File: src/rtl/layer_stream_scheduler_if.sv
// layer_stream_scheduler_if: source, chain and result signals of the layer scheduler.
interface layer_stream_scheduler_if #(
  parameter int BITWIDTH          = 8,
  parameter int INPUT_VECTOR_SIZE = 3,
  parameter int NUM_CELLS         = 4
);
  localparam int WI = $clog2(INPUT_VECTOR_SIZE);
  localparam int RI = (NUM_CELLS > 1) ? $clog2(NUM_CELLS) : 1;
  typedef struct packed {
    logic                isValid;
    logic                isFirst;
    logic                isLast;
    logic                isResult;
    logic [WI-1:0]       wIndex;
    logic [BITWIDTH-1:0] data;
  } cell_t;
  logic                i_start;
  logic [15:0]         i_num_vectors;
  logic                i_in_valid;
  logic [BITWIDTH-1:0] i_in_data;
  logic                o_in_ready;
  cell_t               o_cell_out;
  cell_t               i_chain_in;
  logic                o_res_valid;
  logic [BITWIDTH-1:0] o_res_data;
  logic [RI-1:0]       o_res_index;
  logic                o_busy;
  logic                o_done;
  logic                o_err_missing;
  modport master (
    output i_start, i_num_vectors, i_in_valid, i_in_data, i_chain_in,
    input  o_in_ready, o_cell_out, o_res_valid, o_res_data, o_res_index, o_busy, o_done, o_err_missing
  );
  modport slave (
    input  i_start, i_num_vectors, i_in_valid, i_in_data, i_chain_in,
    output o_in_ready, o_cell_out, o_res_valid, o_res_data, o_res_index, o_busy, o_done, o_err_missing
  );
endinterface

File: src/rtl/layer_stream_scheduler.sv
// layer_stream_scheduler: frames input vectors into a cell chain, inserts drain bubbles, collects results.
module layer_stream_scheduler #(
  parameter int BITWIDTH          = 8,
  parameter int INPUT_VECTOR_SIZE = 3,
  parameter int NUM_CELLS         = 4,
  parameter int DRAIN_CYCLES      = 2 * NUM_CELLS,
  parameter int TIMEOUT_CYCLES    = 4 * NUM_CELLS + 8
) (
  input logic                    clock,
  input logic                    reset_n,
  layer_stream_scheduler_if.slave sif
);
  localparam int WI = $clog2(INPUT_VECTOR_SIZE);
  localparam int RI = (NUM_CELLS > 1) ? $clog2(NUM_CELLS) : 1;
  localparam int DW = $clog2(TIMEOUT_CYCLES + 1);
  localparam int GW = $clog2(NUM_CELLS + 1);
  typedef struct packed {
    logic                isValid;
    logic                isFirst;
    logic                isLast;
    logic                isResult;
    logic [WI-1:0]       wIndex;
    logic [BITWIDTH-1:0] data;
  } cell_t;
  typedef enum logic [1:0] {IDLE, STREAM, DRAIN, FINISH} state_t;
  state_t              r_state, w_next;
  logic [15:0]         r_num, r_vec;
  logic [WI-1:0]       r_elem;
  logic [DW-1:0]       r_drain;
  logic [GW-1:0]       r_got;
  cell_t               r_cell;
  logic                r_res_valid, r_err;
  logic [BITWIDTH-1:0] r_res_data;
  logic [RI-1:0]       r_res_idx, r_res_cnt;
  logic w_start, w_acc, w_last, w_hit, w_got_all, w_timeout, w_drain_end, w_more;
  assign w_start     = (r_state == IDLE) && sif.i_start;
  assign w_acc       = (r_state == STREAM) && sif.i_in_valid;
  assign w_last      = w_acc && (r_elem == WI'(INPUT_VECTOR_SIZE - 1));
  assign w_hit       = sif.i_chain_in.isValid && sif.i_chain_in.isResult;
  assign w_got_all   = r_got == GW'(NUM_CELLS);
  assign w_timeout   = (r_state == DRAIN) && (r_drain == DW'(TIMEOUT_CYCLES - 1)) && !w_got_all;
  assign w_drain_end = ((r_state == DRAIN) && (r_drain >= DW'(DRAIN_CYCLES - 1)) && w_got_all) || w_timeout;
  assign w_more      = ({1'b0, r_vec} + 17'd1) < {1'b0, r_num};
  always_ff @(posedge clock or negedge reset_n)
    if (!reset_n) r_state <= IDLE;
    else          r_state <= w_next;
  always_comb begin
    w_next = r_state;
    case (r_state)
      IDLE:    w_next = w_start ? ((sif.i_num_vectors == 16'd0) ? FINISH : STREAM) : IDLE;
      STREAM:  w_next = w_last ? DRAIN : STREAM;
      DRAIN:   w_next = w_drain_end ? (w_more ? STREAM : FINISH) : DRAIN;
      default: w_next = IDLE;
    endcase
  end
  always_ff @(posedge clock or negedge reset_n) begin
    if (!reset_n) begin
      r_num       <= '0;
      r_vec       <= '0;
      r_elem      <= '0;
      r_drain     <= '0;
      r_got       <= '0;
      r_cell      <= '0;
      r_res_valid <= 1'b0;
      r_res_data  <= '0;
      r_res_idx   <= '0;
      r_res_cnt   <= '0;
      r_err       <= 1'b0;
    end else begin
      if (w_start) begin
        r_num  <= sif.i_num_vectors;
        r_vec  <= '0;
        r_elem <= '0;
        r_err  <= 1'b0;
      end
      r_cell.isValid  <= w_acc;
      r_cell.isFirst  <= w_acc && (r_elem == '0);
      r_cell.isLast   <= w_last;
      r_cell.isResult <= 1'b0;
      if (w_acc) begin
        r_cell.wIndex <= r_elem;
        r_cell.data   <= sif.i_in_data;
        r_elem        <= w_last ? '0 : r_elem + 1'b1;
      end
      r_drain <= ((r_state == DRAIN) && !w_drain_end) ? r_drain + 1'b1 : '0;
      r_got   <= (r_state != DRAIN) ? '0 : (w_hit && !w_got_all) ? r_got + 1'b1 : r_got;
      if (w_drain_end) r_vec <= r_vec + 16'd1;
      if (w_timeout)   r_err <= 1'b1;
      // Results are reported in every state; the index just keeps wrapping.
      r_res_valid <= w_hit;
      if (w_hit) begin
        r_res_data <= sif.i_chain_in.data;
        r_res_idx  <= r_res_cnt;
        r_res_cnt  <= (r_res_cnt == RI'(NUM_CELLS - 1)) ? '0 : r_res_cnt + 1'b1;
      end
    end
  end
  assign sif.o_in_ready    = r_state == STREAM;
  assign sif.o_busy        = (r_state == STREAM) || (r_state == DRAIN);
  assign sif.o_done        = r_state == FINISH;
  assign sif.o_cell_out    = r_cell;
  assign sif.o_res_valid   = r_res_valid;
  assign sif.o_res_data    = r_res_data;
  assign sif.o_res_index   = r_res_idx;
  assign sif.o_err_missing = r_err;
endmodule
File: src/flat_wrapper.sv
// flat-port wrapper written by rule: the top's interface ports become plain ports
module layer_stream_scheduler_flat 
#(
  parameter int BITWIDTH          = 8,
  parameter int INPUT_VECTOR_SIZE = 3,
  parameter int NUM_CELLS         = 4,
  parameter int DRAIN_CYCLES      = 2 * NUM_CELLS,
  parameter int TIMEOUT_CYCLES    = 4 * NUM_CELLS + 8
)
  (clock, reset_n, sif_i_start, sif_i_num_vectors, sif_i_in_valid, sif_i_in_data, sif_i_chain_in, sif_o_in_ready, sif_o_cell_out, sif_o_res_valid, sif_o_res_data, sif_o_res_index, sif_o_busy, sif_o_done, sif_o_err_missing);
  layer_stream_scheduler_if #(.BITWIDTH(BITWIDTH), .INPUT_VECTOR_SIZE(INPUT_VECTOR_SIZE), .NUM_CELLS(NUM_CELLS)) sif_i ();
  input logic clock;
  input logic reset_n;
  input wire logic [$bits(sif_i.i_start)-1:0] sif_i_start;
  input wire logic [$bits(sif_i.i_num_vectors)-1:0] sif_i_num_vectors;
  input wire logic [$bits(sif_i.i_in_valid)-1:0] sif_i_in_valid;
  input wire logic [$bits(sif_i.i_in_data)-1:0] sif_i_in_data;
  input wire logic [$bits(sif_i.i_chain_in)-1:0] sif_i_chain_in;
  output wire logic [$bits(sif_i.o_in_ready)-1:0] sif_o_in_ready;
  output wire logic [$bits(sif_i.o_cell_out)-1:0] sif_o_cell_out;
  output wire logic [$bits(sif_i.o_res_valid)-1:0] sif_o_res_valid;
  output wire logic [$bits(sif_i.o_res_data)-1:0] sif_o_res_data;
  output wire logic [$bits(sif_i.o_res_index)-1:0] sif_o_res_index;
  output wire logic [$bits(sif_i.o_busy)-1:0] sif_o_busy;
  output wire logic [$bits(sif_i.o_done)-1:0] sif_o_done;
  output wire logic [$bits(sif_i.o_err_missing)-1:0] sif_o_err_missing;
  assign sif_i.i_start = sif_i_start;
  assign sif_i.i_num_vectors = sif_i_num_vectors;
  assign sif_i.i_in_valid = sif_i_in_valid;
  assign sif_i.i_in_data = sif_i_in_data;
  assign sif_i.i_chain_in = sif_i_chain_in;
  assign sif_o_in_ready = sif_i.o_in_ready;
  assign sif_o_cell_out = sif_i.o_cell_out;
  assign sif_o_res_valid = sif_i.o_res_valid;
  assign sif_o_res_data = sif_i.o_res_data;
  assign sif_o_res_index = sif_i.o_res_index;
  assign sif_o_busy = sif_i.o_busy;
  assign sif_o_done = sif_i.o_done;
  assign sif_o_err_missing = sif_i.o_err_missing;
  layer_stream_scheduler #(.BITWIDTH(BITWIDTH), .INPUT_VECTOR_SIZE(INPUT_VECTOR_SIZE), .NUM_CELLS(NUM_CELLS), .DRAIN_CYCLES(DRAIN_CYCLES), .TIMEOUT_CYCLES(TIMEOUT_CYCLES)) u_core (.clock(clock), .reset_n(reset_n), .sif(sif_i));
endmodule
File: config.mk
export PLATFORM = sky130hd
export DESIGN_NAME = layer_stream_scheduler_flat
export DESIGN_NICKNAME = d
export VERILOG_FILES = /design/src/rtl/layer_stream_scheduler_if.sv /design/src/rtl/layer_stream_scheduler.sv /design/src/flat_wrapper.sv
export SDC_FILE = /design/constraint.sdc
export NUM_CORES = 1
export LEC_CHECK = 0
export ABC_AREA = 1
export CORE_MARGIN = 2
export CORE_UTILIZATION = 47
export CTS_CLUSTER_SIZE = 16
export DETAILED_ROUTE_END_ITERATION = 8
export PLACE_DENSITY = 0.84
export SYNTH_ARGS = -nofsm -noshare
export SYNTH_HDL_FRONTEND = slang
export SYNTH_SLANG_ARGS = --single-unit
File: constraint.sdc
create_clock -name clock -period 2.5 [get_ports clock]
set_clock_uncertainty 0.1 [all_clocks]
set_input_delay 0.375 -clock clock [delete_from_list [all_inputs] [get_ports clock]]
set_output_delay 0.375 -clock clock [all_outputs]
set_load 0.05 [all_outputs]
# [Word level (Yosys, flattened, before mapping)]
# Index checks and enable logic that the tools add are counted.
[word_totals] ff_bits=71 output_inout_bits=29
[op_classes] addsub=6 n_lt_le_gt_ge=2 n_eq_ne=8 muxes=17 reduce_logical=22
[op_table] cell="2-to-1 mux 16 bit" n=2
[op_table] cell="2-to-1 mux 2 bit" n=9
[op_table] cell="adder 16 x 1 -> 17 bit (second input constant)" n=1
[op_table] cell="< comparator 17 x 16 -> 1 bit" n=1
[op_table] cell="adder 16 x 1 -> 16 bit (second input constant)" n=1
[op_table] cell="zero test 16 bit" n=1
[op_table] cell="logical AND 1 bit" n=11
[op_table] cell="== test 2 bit (second input constant)" n=4
[op_table] cell="nonzero test 2 bit" n=4
[op_table] cell="2-to-1 mux 3 bit" n=2
[op_table] cell="case mux 2 bit (3 select lines)" n=1
[op_table] cell="adder 5 x 1 -> 5 bit (second input constant)" n=1
[op_table] cell="== test 5 bit (second input constant)" n=1
[op_table] cell=">= comparator 5 x 3 -> 1 bit (second input constant)" n=1
[op_table] cell="2-to-1 mux 5 bit" n=1
[op_table] cell="adder 2 x 1 -> 2 bit (second input constant)" n=2
[op_table] cell="zero test 2 bit" n=2
[op_table] cell="adder 3 x 1 -> 3 bit (second input constant)" n=1
[op_table] cell="== test 3 bit (second input constant)" n=1
[op_table] cell="== test 2 x 1 -> 1 bit (second input constant)" n=1
[op_table] cell="zero test 1 bit" n=2
[op_table] cell="logical OR 1 bit" n=2
[op_table] cell="2-to-1 mux 1 bit" n=2
[op_table] cell="inequality test 2 bit (second input constant)" n=1

# [Logic depth before layout (Yosys ltp)]
# Gate-level depths: netlist (run 1).
[depth] word_depth=7 ltp_mapped=21 ltp_nobuf=21

# [Least setup slack after synthesis (run 1)]
# OpenSTA, ideal clock, no wires.
[synth_path] kind="register to register" startpoint="register u_core.r_vec[0]" endpoint="register u_core.r_state[1]" arrival_time_ns=2.105 required_ns=2.250 slack_ns=0.145 stages_incl_launch_ff=18 path_buffers=0 period_less_slack_ns=2.355 cell_sequence="dfrtp_1 -> ha_1 -> nand2_1 -> inv_2 -> nand2_2 -> nor2_4 -> nand4_2 -> nor2_2 -> xor2_2 -> ha_1 -> a21oi_1 -> o211ai_2 -> inv_2 -> nand2_1 -> nor2_1 -> nand3_1 -> nand2_1 -> a21oi_1"
[synth_via] elab_chain_cells=5
[synth_lines] element="from (decl)" line_no="layer_stream_scheduler.sv:27" source="logic [15:0] r_num, r_vec;"
[synth_lines] element="from (signal assigned)" line_no="layer_stream_scheduler.sv:87" source="if (w_drain_end) r_vec <= r_vec + 16'd1;"
[synth_lines] element="adder 16 x 1 -> 17 bit" line_no="layer_stream_scheduler.sv:43" source="assign w_more = ({1'b0, r_vec} + 17'd1) < {1'b0, r_num};"
[synth_lines] element="< comparator 17 x 16 -> 1 bit" line_no="layer_stream_scheduler.sv:43"
[synth_lines] element="2-to-1 mux 2 bit (2 in a row)" line_no="layer_stream_scheduler.sv:52" source="DRAIN: w_next = w_drain_end ? (w_more ? STREAM : FINISH) : DRAIN;"
[synth_lines] element="case mux 2 bit (3 select lines)" line_no="layer_stream_scheduler.sv:49" source="case (r_state)"
[synth_lines] element="named net u_core.w_next[1]" line_no="layer_stream_scheduler.sv:26" source="state_t r_state, w_next;"
[synth_lines] element="to (signal assigned)" line_no="layer_stream_scheduler.sv:46" source="else r_state <= w_next;"
[synth_lines] element="to (decl)" line_no="layer_stream_scheduler.sv:26"
# The timed path passes the listed nets, and every way through them passes these cells.
# A chain may end at the register's enable or synchronous reset.

# [Worst setup path after layout (run 1)]
# Ends and elaborated chain as after synthesis.

==> impl_metrics.py, run 1 <==
metrics = {
    "clocking": {
        "clk-insertion-delay-late_ps": 350,
        "root_buffer": "clkbuf_8",
        "cts_tree": "done",
        "numCtsBuffers": 9,
        "clock_path_buffers": 2,
        "clkSlewWorstSetupHoldPaths_ps": 80,
        "htreeDepth": 3,
        "clock-sinks": 71,
    },
    "logic_synthesis": {
        "synth_cell_types": 36,
        "synthXorXnorAreaFrac_pct": 2.607,
        "synthSimpleGateAreaFrac_pct": 22.95,
        "synth_compound_area_share_pct": 8.748,
        "ys_seq_elements": 71,
        "ys_seq_area_share_pct": 48.71,
        "synth_area_um2": 3647,
        "synth_nets": 501,
        "synth_mux_area_share_pct": 0,
        "netlist_instances": 435,
        "ys_warn_count": 0,
        "synth.avg_cell_area_um2": 8.384,
        "synthAdderAreaFrac_pct": 8.233,
        "synth_top_family_by_area": "simple AND/OR/NAND/NOR gates",
    },
    "critical_path": {
        "end_kind": "flip-flop",
        "crit_slowest_cell": "dfrtp_1",
        "cp_num_buf_inv": 2,
        "cpPeakStageDelay_ps": 430,
        "cp_cell_sequence": "ha_2 -> nand2_2 -> inv_2 -> nand2_4 -> nor2_4 -> nand4_4 -> nor2_4 -> xor2_2 -> ha_1 -> a21oi_1 -> o211ai_2 -> inv_2 -> nand2_1 -> nor2_1 -> nand3_1 -> nand2_1 -> a21oi_1",
        "path_delay_family": "simple AND/OR/NAND/NOR gates",
        "crit_fanout": 4,
        "setup.worst_path.class": "reg -> reg",
        "required_ps": 2640,
        "cp.arrival_ps": 2880,
        "start_kind": "flip-flop",
    },
    "placed_design": {
        "preCtsSetupSlack_ps": -62.34,
        "io_buffers": 65,
        "dpl.cell_count": 599,
        "routabilityCongestion": 0.8628,
        "dp_hpwl_mm": 6.363,
    },
    "power": {
        "p_per_area_nw_per_um2": 889.0,
        "intPower_mw": 2.513,
        "p_sw_share_pct": 41.33,
        "comb_power_share_pct": 40.2,
        "leakage_nw": 2.451,
        "max-vdd-ir-drop_mv": 0.7118,
        "power_switching_mw": 1.770,
        "pwr-share-seq_pct": 37.3,
        "pwr-share-clk_pct": 22.5,
    },
    "grt": {
        "grt_pass1_wl_mm": 14.54,
        "grt-ovfl-total": 0,
        "track_usage_pct": 21.84,
        "antenna_found_initial": 0,
        "grt_pass1_vias": 3241,
        "grt_max_degree": 44,
    },
    "die": {
        "dieHeight_um": 92.09,
        "floorplan.initialDensity_pct": 47.94,
        "die-area_um2": 8481,
        "core_area_um2": 7607,
        "chipWidth_um": 92.09,
        "top_level_ports": 71,
        "placementRows": 32,
    },
    "route": {
        "drc": 0,
        "vias": 3193,
        "first_iter_violations": 207,
        "dr.pass1.iters": 4,
        "wl_per_cell_um": 14.60,
        "vias_per_cell": 5.117,
        "drtAntennaViolNets": 0,
        "postRouteWirelength_mm": 9.110,
    },
    "sta": {
        "slew_violations": 0,
        "clock.fmax_mhz": 364.5,
        "rsz0062_at_grt": "yes",
        "setup_slack_ps": -243.2,
        "setup_viol": 1,
        "relSlewSlack_pct": 55.88,
        "fin_crit_ps": 2743,
        "hold_violations": 0,
        "worstMarginPinSlew_ps": 661.8,
        "post-route-period-util_pct": 109.7,
    },
    "final_layout": {
        "final_nets": 583,
        "diodes": 0,
        "drive_gt1_share_pct": 13.41,
        "fill_cells": 613,
        "final_common_cell": "nand2_1",
        "stdcell_count": 624,
        "area_delta_synth_final_pct": 32.08,
        "mostFrequentLayoutCells": "127 x nand2_1, 71 x dfrtp_1, 64 x clkdlybuf4s50_1",
    },
    "run_status": {
        "status": "finished with violations",
        "violations": "negative setup slack",
    },
    "min_path": {
        "hold_class": "reg -> reg",
    },
    "run": {
        "drv_cap": 0,
    },
}
## Yosys cell counts
library cell | n | share of area, %
conb_1 | 1 | 0.10
nand3_1 | 10 | 1.4
o211ai_2 | 1 | 0.34
o21bai_1 | 1 | 0.21
buf_4 | 1 | 0.21
nor4_1 | 6 | 1.0
nor2_2 | 3 | 0.51
clkbuf_1 | 7 | 0.72
o21a_1 | 1 | 0.21
o22ai_1 | 7 | 1.2
a31o_2 | 1 | 0.24
a22o_1 | 2 | 0.48
inv_1 | 64 | 6.6
nor2_4 | 3 | 0.93
nand2_2 | 4 | 0.69
dfrtp_1 | 71 | 49
nor2_1 | 20 | 2.1
xor2_2 | 1 | 0.45
ha_1 | 24 | 8.2
or2_0 | 1 | 0.17
inv_2 | 7 | 0.72
nor3_2 | 1 | 0.27
nand4_2 | 1 | 0.34
nand3_2 | 1 | 0.27
nor3_1 | 4 | 0.55
o21ai_1 | 3 | 0.41
a21oi_1 | 10 | 1.4
nand4_1 | 6 | 1.0
and2_4 | 1 | 0.24
a31o_1 | 1 | 0.24
o21ai_2 | 1 | 0.24
nand2_1 | 131 | 13
buf_2 | 3 | 0.41
xor2_1 | 9 | 2.2
o21ai_0 | 26 | 3.6
a41oi_1 | 1 | 0.24
## kinds of logic (layout without fill, tap and decap cells)
family,after synthesis,after routing
other cells,1,1
simple gates,192,192
buf+inv,82,169
fa+ha+maj,24,24
xor+xnor,10,10
flops,71,71
compound gates,55,55
## power groups by stage
stage / Sequential [mW] / Combinational (mW) / Clock, mW
floorplan: 1.98 / 0.690 / 0
global placement: 1.59 / 1.60 / 0
detailed placement: 1.61 / 1.65 / 0
CTS: 1.59 / 1.66 / 0.975
global route: 1.62 / 1.87 / 1.02
finish: 1.60 / 1.72 / 0.966
## sequential cells by signal, indices dropped and copies added, names as in the netlist
signal                    flops
u_core.r_res_cnt              2
u_core.r_drain                5
u_core.r_num                 16
u_core.sif.o_res_valid        1
u_core.r_elem                 2
u_core.r_state                2
u_core.sif.o_cell_out        13
u_core.sif.o_res_data         8
u_core.sif.o_res_index        2
u_core.r_got                  3
u_core.sif.o_err_missing      1
u_core.r_vec                 16
## worst paths after layout
kind / slack, ps / cells past startpoint / to / startpoint
min in group asynchronous: 490 / 2 / u_core.r_num[6] / reset_n
max in group asynchronous: 1140 / 3 / u_core.r_vec[10] / reset_n
min: 380 / 1 / u_core.r_got[2] / u_core.r_got[2]
max: -240 / 17 / u_core.r_state[1] / u_core.r_vec[0]
max reg2reg: -240 / 17 / u_core.r_state[1] / u_core.r_vec[0]
min reg2reg: 380 / 1 / u_core.r_got[2] / u_core.r_got[2]
## final cells by class
type | instances | area, µm² | share of cell area [%]
well taps | 102 | 127.6 | 2.649
flip-flops and latches | 71 | 1777 | 36.88
repair buffers | 82 | 792.0 | 16.44
clock buffers | 10 | 137.6 | 2.857
multi-input cells | 282 | 1649 | 34.23
inverters | 71 | 266.5 | 5.532
clock inverters | 6 | 67.56 | 1.403
## worst register-to-register path: stages (launching register included)
cell,delay [ps]
dfrtp_1,430
ha_2,220
nand2_2,60
inv_2,90
nand2_4,70
nor2_4,180
nand4_4,140
nor2_4,130
xor2_2,170
ha_1,260
a21oi_1,190
o211ai_2,130
inv_2,70
nand2_1,50
nor2_1,110
nand3_1,90
nand2_1,70
a21oi_1,60
## through the flow
step           area, µm²  setup TNS, ps  utilization [%]  total power [mW]  hold slack, ps
3_3_place_gp        4444              0            58.42             3.190           337.5
3_5_place_dp        4444         -62.34            58.42             3.254           346.6
2_1_floorplan       3647              0                -             2.672          -20.59
6_report            4817         -243.2            63.32             4.282           378.1
5_1_grt             4817         -381.8            63.32             4.507           410.6
4_1_cts             4703         -43.65            61.83             4.232           377.8
## per-layer routing
metal	wire, µm	GRT usage (%)	vias up
met5	0	0	-
met2	4770	37.99	96
li1	-	-	1530
met3	553	5.505	20
met4	217	11.82	0
met1	3569	24.52	1547
## repair_timing
action,CTS,global route
endpoints found under the setup margin,1,1
endpoints found under the hold margin,28,0
gates cloned,0,0
pin swaps,2,20
hold buffers,1,0
resized for setup,4,15
setup buffers,3,5
No activity file was read; power rests on OpenSTA's default activity.
==> run 2, diff against run 1 <==
Settings changed: CELL_PAD_IN_SITES_DETAIL_PLACEMENT from default to 1, CELL_PAD_IN_SITES_GLOBAL_PLACEMENT from default to 2, CORE_UTILIZATION 47 to 27, PLACE_DENSITY 0.84 to 0.83.
==> run 2 against run 1 <==
The flow still finishes with violations (negative setup slack). Cell count increased by 13%. Critical path depth did not move. Non-clock buffer count up 6. Highest routed layer unchanged. Clock-buffer cell count grew 1. Critical endpoint unchanged. Die area is 70% higher.
==> impl_metrics.py, run 2 (same netlist as run 1, synthesis figures left out) <==
metrics = {
    "run_status": {
        "status": "finished with violations",
        "violations": "negative setup slack",
    },
    "critical_path": {
        "end_kind": "flip-flop",
        "timing.rr.end": "u_core.r_state[1]",
        "r2r_slack_ps": -90,
        "cp.arrival_ps": 2710,
        "r2r-start": "u_core.r_vec[1]",
        "crit_end": "u_core.r_state[1]",
        "rr_worst_depth": 17,
        "setup.worst_path.class": "reg -> reg",
        "crit_fanout": 3,
        "start_kind": "flip-flop",
        "cp-startpoint": "u_core.r_vec[1]",
        "required_ps": 2620,
    },
    "grt": {
        "track_usage_pct": 14.57,
        "antenna_found_initial": 0,
        "grt-ovfl-total": 0,
        "grt_max_degree": 72,
        "grt_pass1_vias": 3450,
        "grt_pass1_wl_mm": 16.68,
    },
    "sta": {
        "worstMarginPinSlew_ps": 553.8,
        "slew_violations": 0,
        "rsz0062_at_grt": "yes",
        "setup_viol": 1,
        "fin_crit_ps": 2591,
        "clock.fmax_mhz": 385.9,
        "relSlewSlack_pct": 62.96,
        "whs_ps": 365.3,
        "post-route-period-util_pct": 103.7,
        "hold_violations": 0,
        "setup_slack_ps": -91.29,
    },
    "route": {
        "drtAntennaViolNets": 0,
        "postRouteWirelength_mm": 10.01,
        "vias": 3175,
        "dr.pass1.iters": 4,
        "vias_per_cell": 4.510,
        "first_iter_violations": 90,
        "wl_per_cell_um": 14.22,
        "drc": 0,
    },
    "final_layout": {
        "area_delta_synth_final_pct": 39.90,
        "final_cell_area_um2": 5102,
        "mostFrequentLayoutCells": "128 x nand2_1, 71 x dfrtp_1, 64 x clkdlybuf4s50_1",
        "final_nets": 589,
        "diodes": 0,
        "drive_gt1_share_pct": 14.96,
        "fill_cells": 1594,
        "final_common_cell": "nand2_1",
    },
    "placed_design": {
        "routabilityCongestion": 0.7989,
        "dp_hpwl_mm": 7.295,
        "io_buffers": 65,
        "placed_area_um2": 4619,
    },
    "clocking": {
        "clock-sinks": 71,
        "htreeDepth": 3,
        "clk-insertion-delay-late_ps": 340,
        "clock_path_buffers": 2,
        "numCtsBuffers": 9,
        "root_buffer": "clkbuf_16",
        "cts_tree": "done",
        "clkSlewWorstSetupHoldPaths_ps": 60,
    },
    "die": {
        "floorplan.initialDensity_pct": 27.54,
        "dieHeight_um": 120.2,
        "top_level_ports": 71,
        "chipWidth_um": 120.2,
        "placementRows": 42,
        "core_area_um2": 13240,
        "die-area_um2": 14450,
    },
    "power": {
        "power_mw": 4.748,
        "p_per_area_nw_per_um2": 930.6,
        "max-vdd-ir-drop_mv": 0.7084,
        "leakage_nw": 2.546,
    },
    "run": {
        "drv_cap": 0,
    },
    "min_path": {
        "hold_class": "reg -> reg",
    },
}
[run 2: changes by cell type in the layout (fill, tap and decap cells not counted), sizes merged]
cell / previous run / this run
inv: 73 / 71
clkbuf: 10 / 11
buf: 17 / 23
bufinv: 1 / 2
[run 2: area by class of cell]
cell class,count,area (µm²),area share [%]
flip-flops and latches,71,1777,34.82
multi-input cells,282,1669,32.71
repair buffers,88,837.1,16.41
inverters,71,266.5,5.223
clock buffers,11,252.7,4.953
well taps,176,220.2,4.316
clock inverters,5,80.08,1.569
[run 2: worst min path at each step]
stage | slack, ps | cells after the start | end | startpoint
detailed placement | 350 | 2 | u_core.r_num[7] | reset_n
global placement | 340 | 1 | u_core.r_drain[0] | u_core.r_drain[0]
floorplan | -20 | 0 | u_core.r_drain[0] | reset_n
CTS | 370 | 1 | u_core.r_got[2] | u_core.r_got[2]
finish | 370 | 1 | u_core.r_got[2] | u_core.r_got[2]
global route | 400 | 1 | u_core.r_got[2] | u_core.r_got[2]
[run 2: critical path, cell delays in order (launching register included)]
cell      delay, ps
dfrtp_1         390
ha_2            210
nand2_2          50
inv_2            80
nand2_4          70
nor2_4          170
nand4_4         160
nor2_4          140
xor2_2          190
ha_1            280
a21oi_2         150
o211ai_2         90
inv_2            50
nand2_1          50
nor2_1           90
nand3_1          70
nand2_1          70
a21oi_1          60
[run 2: power by group]
group	switching, mW	internal [mW]
combinational	1.15	0.586
clock	0.507	0.926
sequential	0.147	1.44
[run 2: through the flow]
| step | setup TNS (ps) | setup WS [ps] | instances | utilization, % |
|---|---|---|---|---|
| floorplan | 0 | 144.8 | 435 | - |
| global placement | -78.36 | -78.36 | 684 | 34.88 |
| detailed placement | -151.8 | -151.8 | 684 | 34.88 |
| CTS | -58.85 | -58.85 | 702 | 38.09 |
| global route | -275.0 | -275.0 | 704 | 38.53 |
| finish | -91.29 | -91.29 | 704 | 38.53 |
[run 2: metal layers]
metal	vias up	track usage, %	wire length [µm]
li1	1540	-	-
met5	-	0	0
met4	0	4.869	167
met1	1552	16.75	4241
met3	14	4.953	640
met2	69	25.39	4960
[run 2: timing repair]
action / in CTS / in global routing
cloned: 0 / 0
pin swaps: 8 / 5
hold endpoints to repair: 45 / 0
buffers inserted: 1 / 2
hold buffers: 1 / 0
endpoints found under the setup margin: 1 / 1
gates resized for setup: 15 / 7
